## src/rtl/mem_pkg.sv

```systemverilog
// Shared types and defaults for the backing-memory responder.
package mem_pkg;

   typedef enum logic [1:0] {
      IDLE = 2'd0,
      WAIT = 2'd1,
      RESP = 2'd2
   } state_e;

   localparam int DEF_DATA_WIDTH = 8;
   localparam int DEF_DEPTH      = 256;
   localparam int DEF_LATENCY    = 3;
   localparam int CNT_W          = 4;

endpackage

```

## src/rtl/component_down_counter.sv

```systemverilog
// Loadable down counter that saturates at zero; load wins over decrement.
module component_down_counter #(
   parameter int WIDTH = 4
) (
   input  logic             clk,
   input  logic             rst_n,
   input  logic             load_i,
   input  logic [WIDTH-1:0] load_val_i,
   input  logic             dec_i,
   output logic             zero_o
);

   logic [WIDTH-1:0] cnt_q;
   logic [WIDTH-1:0] cnt_d;

   always_comb begin
      cnt_d = cnt_q;
      if (load_i) begin
         cnt_d = load_val_i;
      end else if (dec_i && (cnt_q != '0)) begin
         cnt_d = cnt_q - 1'b1;
      end
   end

   always_ff @(posedge clk or negedge rst_n) begin
      if (!rst_n) begin
         cnt_q <= '0;
      end else begin
         cnt_q <= cnt_d;
      end
   end

   assign zero_o = (cnt_q == '0);

endmodule

```

## src/rtl/component_register.sv

```systemverilog
// Enabled register with asynchronous active-low clear.
module component_register #(
   parameter int WIDTH = 8
) (
   input  logic             clk,
   input  logic             rst_n,
   input  logic             en_i,
   input  logic [WIDTH-1:0] d_i,
   output logic [WIDTH-1:0] q_o
);

   logic [WIDTH-1:0] data_q;

   always_ff @(posedge clk or negedge rst_n) begin
      if (!rst_n) begin
         data_q <= '0;
      end else if (en_i) begin
         data_q <= d_i;
      end
   end

   assign q_o = data_q;

endmodule

```

## src/rtl/mem_responder.sv

```systemverilog
// Single-outstanding memory responder: accept, wait LATENCY edges, commit and
// strobe a one-cycle response carrying read data (or zero for a write).
module mem_responder
   import mem_pkg::*;
#(
   parameter int DATA_WIDTH = DEF_DATA_WIDTH,
   parameter int DEPTH      = DEF_DEPTH,
   parameter int ADDR_WIDTH = $clog2(DEPTH),
   parameter int LATENCY    = DEF_LATENCY
) (
   input  logic                  clk,
   input  logic                  rst,
   input  logic                  req_valid,
   input  logic                  req_we,
   input  logic [ADDR_WIDTH-1:0] req_addr,
   input  logic [DATA_WIDTH-1:0] req_wdata,
   output logic                  req_ready,
   output logic                  resp_valid,
   output logic [DATA_WIDTH-1:0] resp_rdata,
   output logic                  busy
);

   localparam int               REQ_W    = 1 + ADDR_WIDTH + DATA_WIDTH;
   localparam logic [CNT_W-1:0] LOAD_VAL = CNT_W'(LATENCY - 1);

   state_e                  state_q, state_d;
   logic                    accept;
   logic                    commit;
   logic                    cnt_zero;
   logic [REQ_W-1:0]        lat_q;
   logic                    lat_we;
   logic [ADDR_WIDTH-1:0]   lat_addr;
   logic [DATA_WIDTH-1:0]   lat_wdata;
   logic [DATA_WIDTH-1:0]   rdata_q;
   logic [DATA_WIDTH-1:0]   mem_q [DEPTH];

   assign accept = (state_q == IDLE) && req_valid;
   assign commit = (state_q == WAIT) && cnt_zero;

   component_register #(
      .WIDTH (REQ_W)
   ) u_req_latch (
      .clk   (clk),
      .rst_n (rst),
      .en_i  (accept),
      .d_i   ({req_we, req_addr, req_wdata}),
      .q_o   (lat_q)
   );

   assign {lat_we, lat_addr, lat_wdata} = lat_q;

   component_down_counter #(
      .WIDTH (CNT_W)
   ) u_lat_cnt (
      .clk        (clk),
      .rst_n      (rst),
      .load_i     (accept),
      .load_val_i (LOAD_VAL),
      .dec_i      (state_q == WAIT),
      .zero_o     (cnt_zero)
   );

   always_comb begin
      state_d = state_q;
      case (state_q)
         IDLE:    if (req_valid) state_d = WAIT;
         WAIT:    if (cnt_zero)  state_d = RESP;
         RESP:    state_d = IDLE;
         default: state_d = IDLE;
      endcase
   end

   always_ff @(posedge clk or negedge rst) begin
      if (!rst) begin
         state_q <= IDLE;
      end else begin
         state_q <= state_d;
      end
   end

   // Commit happens on the WAIT->RESP edge, so a following read sees the new word.
   always_ff @(posedge clk or negedge rst) begin
      if (!rst) begin
         rdata_q <= '0;
      end else if (commit) begin
         rdata_q <= lat_we ? '0 : mem_q[lat_addr];
      end
   end

   always_ff @(posedge clk or negedge rst) begin
      if (!rst) begin
         mem_q <= '{default: '0};
      end else if (commit && lat_we) begin
         mem_q[lat_addr] <= lat_wdata;
      end
   end

   assign req_ready  = (state_q == IDLE);
   assign resp_valid = (state_q == RESP);
   assign busy       = (state_q != IDLE);
   assign resp_rdata = rdata_q;

endmodule

```

## config.mk

```make
export PLATFORM = sky130hd
export DESIGN_NAME = mem_responder
export DESIGN_NICKNAME = d
export VERILOG_FILES = /design/src/rtl/mem_pkg.sv /design/src/rtl/component_down_counter.sv /design/src/rtl/component_register.sv /design/src/rtl/mem_responder.sv
export SDC_FILE = /design/constraint.sdc
export NUM_CORES = 2
export LEC_CHECK = 0
export CAP_MARGIN = 20
export CORE_MARGIN = 2
export CORE_UTILIZATION = 24
export CTS_CLUSTER_DIAMETER = 80
export DETAILED_ROUTE_END_ITERATION = 12
export SETUP_SLACK_MARGIN = 0.5
export SLEW_MARGIN = 20
export SYNTH_ARGS = -nofsm -noshare
export SYNTH_HDL_FRONTEND = slang
export SYNTH_SLANG_ARGS = --single-unit
```

## constraint.sdc

```tcl
create_clock -name clk -period 2.85 [get_ports clk]
set_input_delay 0.285 -clock clk [delete_from_list [all_inputs] [get_ports clk]]
set_output_delay 0.285 -clock clk [all_outputs]
set_load 0.005 [all_outputs]
```

* Yosys cells after proc, flatten, opt, wreduce, memory -nomap -nowiden
Cells that the tools add are included.
** Word-level totals
- Output and inout bits :: 11
- Register bits :: 2079
** Operators by class
- Reduce and logical (&&, ||, !) cells :: 11
- Magnitude comparators :: 2
- Multiplexer cells :: 12
- Add/subtract/negate cells :: 1
- Bitwise logic cells :: 1
- Equal/unequal tests :: 4
** Operators with widths (count)
- $bwmux 2048 :: 1
- $bmux 8 s8 :: 1
- $demux 8 s8 :: 1
- $mux 8 :: 4
- $ge 9x9->1 const B :: 1
- $lt 9x1->1 const B :: 1
- $not 8->9 :: 1
- $mux 4 :: 2
- $logic_and 1x1->1 :: 5
- $logic_not 4->1 :: 1
- $mux 2 :: 2
- $ne 2x2->1 const B :: 2
- $pmux 2 s2 :: 1
- $reduce_bool 2->1 :: 2
- $reduce_bool 4->1 :: 1
- $sub 4x1->4 const B :: 1
- $eq 2x1->1 const B :: 1
- $eq 2x2->1 const B :: 1
- $logic_not 2->1 :: 1
- $reduce_and 2->1 :: 1

* Depth between registers and ports, before layout
- Word-level depth :: 6
- Depth in mapped cells :: 12

* By module
Synthesis repeated with hierarchy kept, for this count alone.
** Unflattened totals
- Cell total of the unflattened synthesis :: 6327
- Area total of the unflattened synthesis :: 96357.4 sq um
** Modules (own cells, without submodules)
- mem_responder :: area an instance 95401.5 sq um, seq. area each 51499.4 sq um, cells each 6264, instances 1
- component_register :: area an instance 685.7 sq um, seq. area each 425.4 sq um, cells each 36, instances 1
- component_down_counter :: area an instance 270.3 sq um, seq. area each 100.1 sq um, cells each 27, instances 1

* Worst setup path after synthesis
OpenSTA, ideal clock, no wires.
- Path kind :: flip-flop to flip-flop
- Start point :: register u_lat_cnt.cnt_q[0]
- End point :: register mem_q[1120] (netlist name)
- Slack :: 0.263 ns
- Stages on the path, launching flop included :: 10
- Buffers on the path :: 1
- Data arrival time :: 2.462 ns
- Clock period less this slack :: 2.587 ns
- Data required time :: 2.725 ns
- Path through :: dfrtp_1 > inv_1 > ha_1 > nor3b_2 > nand3_1 > nor3_1 > nand3_2 > buf_4 > nor2_4 > mux2_2
** Between the ends
- Cells in the longest elaborated chain, start to end :: 3
** RTL lines
- from (decl) :: line component_down_counter.sv:13 : logic [WIDTH-1:0] cnt_q;
- from (signal assigned) :: line component_down_counter.sv:29 : cnt_q <= cnt_d;
- $logic_not 4->1 :: line component_down_counter.sv:33 : assign zero_o = (cnt_q == '0);
- $logic_and 1x1->1 :: line mem_responder.sv:38 : assign commit = (state_q == WAIT) && cnt_zero;
- $logic_and 1x1->1 :: line mem_responder.sv:93 : end else if (commit && lat_we) begin
- to (signal, indexed assignment) :: line mem_responder.sv:94 : mem_q[lat_addr] <= lat_wdata;
- to (decl) :: line mem_responder.sv:35 : logic [DATA_WIDTH-1:0] mem_q [DEPTH];
No other way between the ends.
A chain may end at the register's enable or synchronous reset.

* Worst setup path in the final report
- Start point :: register u_req_latch.data_q[8] (netlist: u_req_latch.q_o[8])
- End point :: register rdata_q[7] (netlist: resp_rdata[7])
** Between the ends
- Cells in the longest elaborated chain, start to end :: 5
** RTL lines
- from (decl) :: line component_register.sv:12 : logic [WIDTH-1:0] data_q;
- from (signal assigned) :: line component_register.sv:18 : data_q <= d_i;
- $not 8->9 (not written as such) :: line mem_responder.sv:86 : rdata_q <= lat_we ? '0 : mem_q[lat_addr];
- $bmux 8 s8 :: line mem_responder.sv:86
- $mux 8 (not written as such) (2 in series) :: line mem_responder.sv:86
- $mux 8 :: line mem_responder.sv:86
- to (signal assigned) :: line mem_responder.sv:86
- to (decl) :: line mem_responder.sv:34 : logic [DATA_WIDTH-1:0] rdata_q;
No other way between the ends. The select of a mux whose other input is x is not followed.

==> impl_metrics.yaml <==
sta:
  finalMaxSlewViolations: 0
  clock_skew_ns: 0.126
  setup_slack_ns: -0.288
  worstMarginPinSlew_ns: 1.08
  max-slew-margin-rel: 0.283
  tns_ns: -1.85
  setup_viol: 8
  hold_viol: 0
  fin_crit_sh: 1.10
  rsz0062_at_grt: "yes"
  max_freq_ghz: 0.319
  min_period_ns: 3.14
logic_synthesis:
  ys_top_cells_by_count: "dfrtp_1, mux2_2, mux4_2, clkbuf_1, mux2i_1"
  synth_warnings: 0
  synth_cell_type_count: 58
  yosysMostFrequentCell: "dfrtp_1"
  synthCells: 6119
  synth_ff_type: "dfrtp_1"
  synth_seq_cells: 2079
  ys_top_cells_by_area: "dfrtp_1, mux2_2, mux4_2"
  synth_top_area_frac: 0.547
  yosysSeqAreaShare: 0.547
  syn-cell-area_um2: 95200
  synth_edf_count: 0
  synthArstFlopShare: 1.00
  synth_nets: 6141
  synth.largest_area_cell: "dfrtp_1"
  synth_area_per_cell_um2: 15.6
grt:
  grt_pass1_vias: 62000
  track_usage: 0.138
  grt_antenna_before_repair: 3
  grt_pass1_wl_mm: 422
  grt-ovfl-total: 0
  grt_max_degree: 153
placement:
  portBuffers: 30
  place_congestion: 0.849
  dp_hpwl_mm: 183
detailed_routing:
  first_pass_iters: 6
  wl_per_cell_um: 23.3
  drtIter0Drc: 4463
  met1_length_mm: 122
  routed-wl-met3_mm: 12.9
  wl_mm: 282
  highest-signal-layer: "met5"
  ant_nets: 0
  wl_met2_mm: 137
  drc_errors: 0
  via_count: 57700
  post_drt_via_cell_ratio: 4.76
clocking:
  cts_tree: "yes"
  cts_root_buffer: "clkbuf_16"
  htree_levels: 4
  cts.sinks: 2079
  ctsLongestPathBuffers: 4
  clk_pin_slew_ns: 0.06
  numCtsBuffers: 227
  insertion_delay_ns: 0.94
outcome:
  violations: "setup timing"
  status: "complete, but fails checks"
layout:
  nFillCells: 38600
  layout.nets: 6726
  drive_gt1_frac: 0.587
  utilization: 0.305
  area_growth_pct: 26.8
floorplan:
  die-width_um: 634
  io_pins: 31
  placementRows: 231
  die_h_um: 634
  core_area_um2: 395000
  initial_core_util: 0.241
  dieArea_um2: 402000
worst_setup_path:
  startpoint: "u_req_latch.q_o[8]"
  startpoint_type: "flip-flop"
  crit_required_ns: 3.61
  rr_startpoint: "u_req_latch.q_o[8]"
  cp_max_fo: 7
  reg2reg_setup_slack_ns: -0.29
  cp-end-kind: "flip-flop"
  reg2reg_depth: 11
  critPathArrivalTime_ns: 3.89
  r2r_end: "resp_rdata[7]"
  crit_end: "resp_rdata[7]"
  critPathKind: "reg2reg"
power:
  power_mw: 92.0
  p_leak_nw: 55.7
  ir_worst_vdd_uv: 779
  power_density_nw_per_um2: 762
job:
  max_cap_violations: 0
hold_path:
  hold_path.class: "in2async"
[final cells by class]
type                       count  area, um2  area share
antenna                        2       5.00   0.0000415
clock buffer                 336       6660      0.0552
clock inverter                63        893     0.00740
inverter                       9       53.8    0.000446
multi-input combinational   3560      43900       0.364
sequential                  2079      52100       0.431
tap                         5242       6560      0.0543
timing repair buffer         827      10600      0.0875
[cell usage in the layout (no fill, tap or decap), types with 19 or more instances in the layout]
master              n
clkbuf_8           53
buf_16             30
clkbuf_16         234
mux2_2           1785
buf_8              36
clkdlybuf4s50_1    29
buf_6              60
nor2_4            107
bufinv_16          19
mux4_2            472
clkinv_2           32
dfrtp_1          2065
nor2_1             48
a31oi_1            22
a21oi_1            29
a22oi_1            83
mux2_4            282
clkbuf_1           54
nand2_8            36
nor2_2             67
nand2_1            53
nand4_1            34
buf_12            235
buf_4             415
nand2_4            34
mux2i_1           163
nand3_1            59
[power breakdown]
group	switching, mW	leakage (nW)	internal (mW)	total, mW
registers	1.75	29.0	30.6	32.3
clock network	12.3	3.72	17.8	30.1
logic	18.0	23.0	11.6	29.6
[kinds of logic (layout without fill, tap and decap cells)]
logic type / Yosys count / after routing / share of synthesized area
other: 0 / 2 / 0
AND/OR/NAND/NOR: 539 / 539 / 0.0332
adder cells (fa/ha/maj): 2 / 2 / 0.000263
XOR/XNOR: 3 / 3 / 0.000276
AO/OA/AOI/OAI: 305 / 305 / 0.0233
buffers and inverters: 480 / 1235 / 0.0221
flip-flops: 2079 / 2079 / 0.547
multiplexers: 2711 / 2711 / 0.374
[how the worst min path moves through the flow]
stage,from,endpoint,slack [ns],depth (start not counted)
after floorplan,rst,mem_q[0],-0.01,0
final,rst,mem_q[1788],0.02,2
after global routing,rst,mem_q[1788],0.03,2
after CTS,rst,mem_q[1788],0.004,2
after global placement,rst,mem_q[1640],0.15,1
after detailed placement,rst,mem_q[1788],0.15,1
[worst max-delay path, stage by stage, from the launching register on]
cell	delay, ns
dfrtp_4	0.56
buf_12	0.16
buf_16	0.14
buf_12	0.14
buf_12	0.13
mux4_2	0.42
mux2i_1	0.28
o2111ai_1	0.29
buf_4	0.25
a2111oi_4	0.33
buf_4	0.20
a311oi_1	0.05
[registers in the layout (all words and copies together) (netlist names)]
register         count
mem_q             2048
u_req_latch.q_o     17
resp_rdata           8
u_lat_cnt.cnt_q      4
state_q              2
[what timing repair did]
action / in CTS / in global routing
cloned: 15 / 5
hold buffers: 12 / 0
pin swaps: 54 / 67
hold endpoints to repair: 1441 / 0
setup endpoints to repair: 2066 / 2067
resized for setup: 445 / 359
buffers inserted: 61 / 50
[routing by layer]
layer / track usage / up-vias
met1: 0.184 / 31700
li1: - / 24100
met3: 0.0168 / 463
met5: 0 / -
met4: 0.0462 / 2
met2: 0.230 / 1349
[through the flow]
stage                     worst slack, ns  hold WS (ns)  instance area [um2]  cells
after CTS                          -0.223       0.00442               118000  12100
after global placement              -1.19         0.150               108000  11600
after detailed placement            -1.00         0.155               108000  11600
after global routing               -0.294        0.0304               121000  12100
final                              -0.288        0.0168               121000  12100
after floorplan                     0.429       -0.0106                95500   6119
Note: power is estimated with default switching activity, not from simulation.
